===== config.mk =====
export PLATFORM = sky130hd
export DESIGN_NAME = ysyx_23060208_ifu
export DESIGN_NICKNAME = d
export VERILOG_FILES = /design/src/rtl/ysyx_23060208_ifu.sv
export SDC_FILE = /design/constraint.sdc
export NUM_CORES = 1
export LEC_CHECK = 0
export BUFFER_PORTS_ARGS = -buffer_cell sky130_fd_sc_hd__buf_4
export CORE_MARGIN = 3
export CORE_UTILIZATION = 40
export DETAILED_ROUTE_END_ITERATION = 16
export PLACE_DENSITY = 0.79
export SLEW_MARGIN = 20
export SYNTH_ARGS = -nofsm -noshare
export SYNTH_HDL_FRONTEND = slang
export SYNTH_SLANG_ARGS = --single-unit

===== constraint.sdc =====
create_clock -name clock -period 1.95 [get_ports clock]
set_input_delay 0.195 -clock clock [delete_from_list [all_inputs] [get_ports clock]]
set_output_delay 0.195 -clock clock [all_outputs]
set_load 0.01 [all_outputs]

===== src/rtl/ysyx_23060208_ifu.sv =====
// ============================================================================
// Module   : ysyx_23060208_ifu
// Brief    : Multi-cycle instruction fetch unit, AXI4 read master, one
//            instruction in flight. Optional macro: YSYX_23060208_IFU_FAULT_EN
// Revision : 1.0 - initial release
// ============================================================================
`default_nettype none

module ysyx_23060208_ifu #(
    parameter int                    DATA_WIDTH = 32,
    parameter logic [DATA_WIDTH-1:0] RESET_PC   = 32'h3000_0000,
    parameter logic [3:0]            AXI_ID     = 4'h1
) (
    input  logic                      clock,
    input  logic                      reset,
    input  logic [DATA_WIDTH:0]       exu_to_ifu_bus,
    input  logic                      exu_to_ifu_valid,
    output logic [2*DATA_WIDTH-1:0]   ifu_to_idu_bus,
    output logic                      ifu_to_idu_valid,
    input  logic                      idu_allowin,
    output logic                      isram_arvalid,
    input  logic                      isram_arready,
    output logic [DATA_WIDTH-1:0]     isram_araddr,
    output logic [3:0]                isram_arid,
    output logic [7:0]                isram_arlen,
    output logic [2:0]                isram_arsize,
    output logic [1:0]                isram_arburst,
    input  logic                      isram_rvalid,
    output logic                      isram_rready,
    input  logic [63:0]               isram_rdata,
    input  logic [1:0]                isram_rresp,
    input  logic                      isram_rlast,
    input  logic [3:0]                isram_rid,
    output logic                      ifu_fault
);

    typedef enum logic [2:0] {
        IDLE     = 3'd0,
        AR       = 3'd1,
        R        = 3'd2,
        HOLD     = 3'd3,
        WAIT_EXU = 3'd4
    } state_e;

    localparam logic [DATA_WIDTH-1:0] EBREAK = 32'h0010_0073;

    state_e                state_q, state_d;
    logic [DATA_WIDTH-1:0] pc_q,    pc_d;
    logic [DATA_WIDTH-1:0] inst_q,  inst_d;

    wire                   exu_taken  = exu_to_ifu_bus[DATA_WIDTH];
    wire  [DATA_WIDTH-1:0] exu_target = exu_to_ifu_bus[DATA_WIDTH-1:0];
    wire                   beat_ok    = isram_rvalid && (isram_rid == AXI_ID);
    // A single 32-bit word sits in either half of the 64-bit beat.
    wire  [DATA_WIDTH-1:0] beat_word  = pc_q[2] ? isram_rdata[63:32] : isram_rdata[31:0];

`ifdef YSYX_23060208_IFU_FAULT_EN
    logic fault_q, fault_d;
    wire  unused_ok = &{1'b0, isram_rlast};
`else
    wire  unused_ok = &{1'b0, isram_rlast, isram_rresp};
`endif

    always_comb begin
        state_d = state_q;
        pc_d    = pc_q;
        inst_d  = inst_q;
`ifdef YSYX_23060208_IFU_FAULT_EN
        fault_d = fault_q;
`endif
        case (state_q)
            IDLE: state_d = AR;
            AR: begin
                if (isram_arready) state_d = R;
            end
            R: begin
                if (beat_ok) begin
                    inst_d  = beat_word;
`ifdef YSYX_23060208_IFU_FAULT_EN
                    if (isram_rresp != 2'b00) begin
                        inst_d  = EBREAK;
                        fault_d = 1'b1;
                    end
`endif
                    state_d = HOLD;
                end
            end
            HOLD: begin
                if (idu_allowin) state_d = WAIT_EXU;
            end
            WAIT_EXU: begin
                if (exu_to_ifu_valid) begin
                    pc_d    = exu_taken ? exu_target : pc_q + 32'd4;
                    state_d = AR;
                end
            end
            default: state_d = IDLE;
        endcase
    end

    always_ff @(posedge clock) begin
        if (reset) begin
            state_q <= IDLE;
            pc_q    <= RESET_PC;
            inst_q  <= '0;
`ifdef YSYX_23060208_IFU_FAULT_EN
            fault_q <= 1'b0;
`endif
        end else begin
            state_q <= state_d;
            pc_q    <= pc_d;
            inst_q  <= inst_d;
`ifdef YSYX_23060208_IFU_FAULT_EN
            fault_q <= fault_d;
`endif
        end
    end

    // Handshakes decode from state only, so no input reaches an output combinationally.
    assign isram_arvalid    = (state_q == AR);
    assign isram_rready     = (state_q == R);
    assign ifu_to_idu_valid = (state_q == HOLD);
    assign isram_araddr     = pc_q;
    assign isram_arid       = AXI_ID;
    assign isram_arlen      = 8'd0;
    assign isram_arsize     = 3'b010;
    assign isram_arburst    = 2'b01;
    assign ifu_to_idu_bus   = {pc_q, inst_q};

`ifdef YSYX_23060208_IFU_FAULT_EN
    assign ifu_fault = fault_q;
`else
    assign ifu_fault = 1'b0;
`endif

endmodule

`default_nettype wire


==> flow_summary_export.csv <==
group,metric,value,unit
status,outcome,"complete, no violations",
setup_path,max_stage_delay,0.41,ns
power_and_ir_drop,p_leak,2.42,nW
routing,vias,4382,
timing,setup_violations,0,
cts,clkTransAtPathRegs,0.08,ns
logic_synthesis,synth-compound-area-share,20.9,%
routing,drt-wirelength-per-cell,16.1,microns
setup_path,cp_num_buf_inv,2,
setup_path,critPathSlowestCell,"dfxtp_1",
setup_path,worstPathRequired,2.13,ns
min_path,hp-class,"input pin to flop",
cells_and_area,finalNonFillerCells,811,
cells_and_area,drive_gt1_share,39.7,%
timing,relSlewSlack,55.3,%
setup_path,critical_path.startpoint,"state_q[0]$_SDFFE_PP0P_",
cts,clock_sinks,67,
global_route,grt_usage,21.5,%
routing,drcViolationCount,0,
setup_path,endpoint,"inst_q[15]$_SDFFE_PP0P_",
cells_and_area,area_growth,44.6,%
timing,worst_pin_slew,0.671,ns
cts,cts_made_buffers,9,
floorplanning,std_cell_rows,35,
cts,clock_latency,0.34,ns
cells_and_area,layout_common_cells,"238 x buf_4, 64 x dfxtp_1, 49 x nor2_1",
cts,clockBufferDepth,2,
logic_synthesis,syn_inst,496,
cts,ctsHoldBuffers,0,
logic_synthesis,synthDistinctLibCells,53,
routing,drt_iter0_markers,148,
timing,rsz0062_at_grt,"no",
setup_path,cp_cell_sequence,"nor4b_1 -> nand3b_1 -> nor3b_4 -> buf_4 -> buf_8 -> a211oi_1",
cells_and_area,final_nets,788,
floorplanning,dieArea,11200,sq um
logic_synthesis,synth_xor_area_share,0,%
cells_and_area,num_antenna_cells,0,
global_route,grt_pass1_vias,4117,
logic_synthesis,synth_edf_count,0,
power_and_ir_drop,vdd_drop_max,0.283,mV
floorplanning,die_h,106,microns
logic_synthesis,synth-seq-cells,67,
cells_and_area,fill_cells,821,
setup_path,path_max_fanout,32,
logic_synthesis,synthMuxAreaShare,9.31,%
routing,totalWireLength,13100,microns
setup_path,path_class,"flop to flop",
timing,max_freq,549,MHz
floorplanning,ioPinCount,227,
logic_synthesis,async_reset_ff_share,0,%
floorplanning,chipWidth,106,microns
job,drv_cap,0,
cells_and_area,final_common_cell,"buf_4",
setup_path,critPathTopFamily,"simple AND/OR/NAND/NOR gates",
timing,fin_skew,0.0168,ns
timing,tns,0,ns
global_route,overflow,0,
placement,hpwl,9600,microns
logic_synthesis,synth_area_per_cell,8.05,sq um
logic_synthesis,synth_top_family_by_area,"simple AND/OR/NAND/NOR gates",
setup_path,r2r_cells,6,
timing,hold_viol,0,
setup_path,critPathLaunchType,"flop",
global_route,grt_max_degree,65,
placement,dp_cells,790,
floorplanning,coreArea,9460,sq um
setup_path,r2r-start,"state_q[0]$_SDFFE_PP0P_",
min_path,whs_path_depth,3,
cts,cts-htree-levels,3,
routing,routed_via_density,5.40,
setup_path,rr_endpoint,"inst_q[15]$_SDFFE_PP0P_",
logic_synthesis,synth_simple_gate_area_share,21.5,%
logic_synthesis,yosysWarnings,0,
logic_synthesis,synth_ff_type,"dfxtp_1",
floorplanning,start_util,42.2,%
timing,whs,0.132,ns
power_and_ir_drop,power.density,484,nW/um^2
logic_synthesis,synth_area,3990,sq um
routing,ant_nets,0,
placement,place_congestion,0.884,
setup_path,cp.arrival,2.00,ns
cts,cts_root_buf,"clkbuf_8",
logic_synthesis,synth-adder-area-share,0.313,%
timing,drv_slew,0,
power_and_ir_drop,design_power_total,2.80,mW
setup_path,crit_path_end_kind,"flop",
cts,cts_tree,"yes",
global_route,grt_pass1_wl,19900,microns
logic_synthesis,yosysSeqAreaShare,33.6,%
setup_path,r2r_slack,0.13,ns
global_route,antenna_found_initial,0,
timing,min_period_over_period,93.5,%
placement,io_buffers,205,
routing,dr.pass1.iters,4,
timing,min_period,1.82,ns
setup_path,crit_cells,6,
worst register-to-register path, cell delays in order (launching register included):
cell and delay [ns]:
dfxtp_1 0.41, nor4b_1 0.32, nand3b_1 0.19, nor3b_4 0.26, buf_4 0.16, buf_8 0.21
a211oi_1 0.12
cell type report:
type                            instances  area, sq um  share of cell area (%)
Sequential cell                        67         1350                    23.3
Multi-Input combinational cell        348         2190                    37.9
Clock buffer                           12          145                    2.51
Clock inverter                          4         26.3                   0.455
Tap cell                              129          161                    2.80
Inverter                                8         30.0                   0.520
Timing Repair Buffer                  243         1880                    32.5
kinds of logic after synthesis:
kind of cell / count (synthesis)
AND/OR/NAND/NOR: 166
AO/OA/AOI/OAI: 126
buffers and inverters: 97
flip-flops: 67
multiplexers: 37
other: 2
adder cells (fa/ha/maj): 1
synthesized netlist by cell type, drive strengths merged, types with 6 or more instances:
cell,number,share of area [%]
nand2,35,3.3
nor2,49,4.6
inv,8,0.75
dfxtp,67,34
nand3,19,2.4
nand4,12,2.0
a21oi,28,3.5
buf,68,11
nor3,11,1.4
mux2i,36,9.0
clkbuf,21,2.0
or3,6,0.94
o21ai,20,2.5
a31oi,10,1.6
a211oi,40,7.5
and3,9,1.4
through the flow:
| stage | setup slack (ns) | area, sq um | utilization (%) |
|---|---|---|---|
| after CTS | 0.0396 | 5710 | 60.4 |
| after floorplan | 0.0364 | 4060 | - |
| after detailed placement | 0.00197 | 5530 | 58.5 |
| final | 0.127 | 5770 | 61.0 |
| after global placement | 0.0987 | 5530 | 58.5 |
| after global routing | 0.0135 | 5770 | 61.0 |
sequential cells by signal, summed over array words and instances, names as in the netlist:
signal        cells
isram_araddr     32
inst_q           32
state_q           3
worst min-delay path by stage:
| stage | from | endpoint | slack, ns |
|---|---|---|---|
| 2_1_floorplan | idu_allowin | state_q[2]$_SDFFE_PP0P_ | 0.33 |
| 3_3_place_gp | idu_allowin | state_q[2]$_SDFFE_PP0P_ | 0.45 |
| 3_5_place_dp | idu_allowin | state_q[2]$_SDFFE_PP0P_ | 0.46 |
| 4_1_cts | idu_allowin | state_q[2]$_SDFFE_PP0P_ | 0.11 |
| 5_1_grt | exu_to_ifu_bus[0] | isram_araddr[0]$_SDFFE_PP0P_ | 0.14 |
| 6_report | exu_to_ifu_bus[0] | isram_araddr[0]$_SDFFE_PP0P_ | 0.13 |
repair_timing:
item	4_1_cts	5_1_grt
setup buffers	0	4
setup endpoints to repair	1	26
pin swaps	0	4
cloned	0	1
gates resized for setup	1	6
where the power goes:
part | switching (mW) | internal (mW) | total (mW)
registers | 0.0152 | 1.38 | 1.39
logic | 0.160 | 0.206 | 0.367
clock network | 0.541 | 0.496 | 1.04
routing by layer:
layer | vias to the layer above | part of all wire [%] | GRT usage (%)
li1 | 2105 | - | -
met1 | 2046 | 39 | 24.7
met2 | 214 | 51 | 38.1
met3 | 17 | 8.8 | 6.74
met4 | 0 | 1.3 | 6.85
met5 | - | 0 | 0
Note: power is estimated with default switching activity, not from simulation.
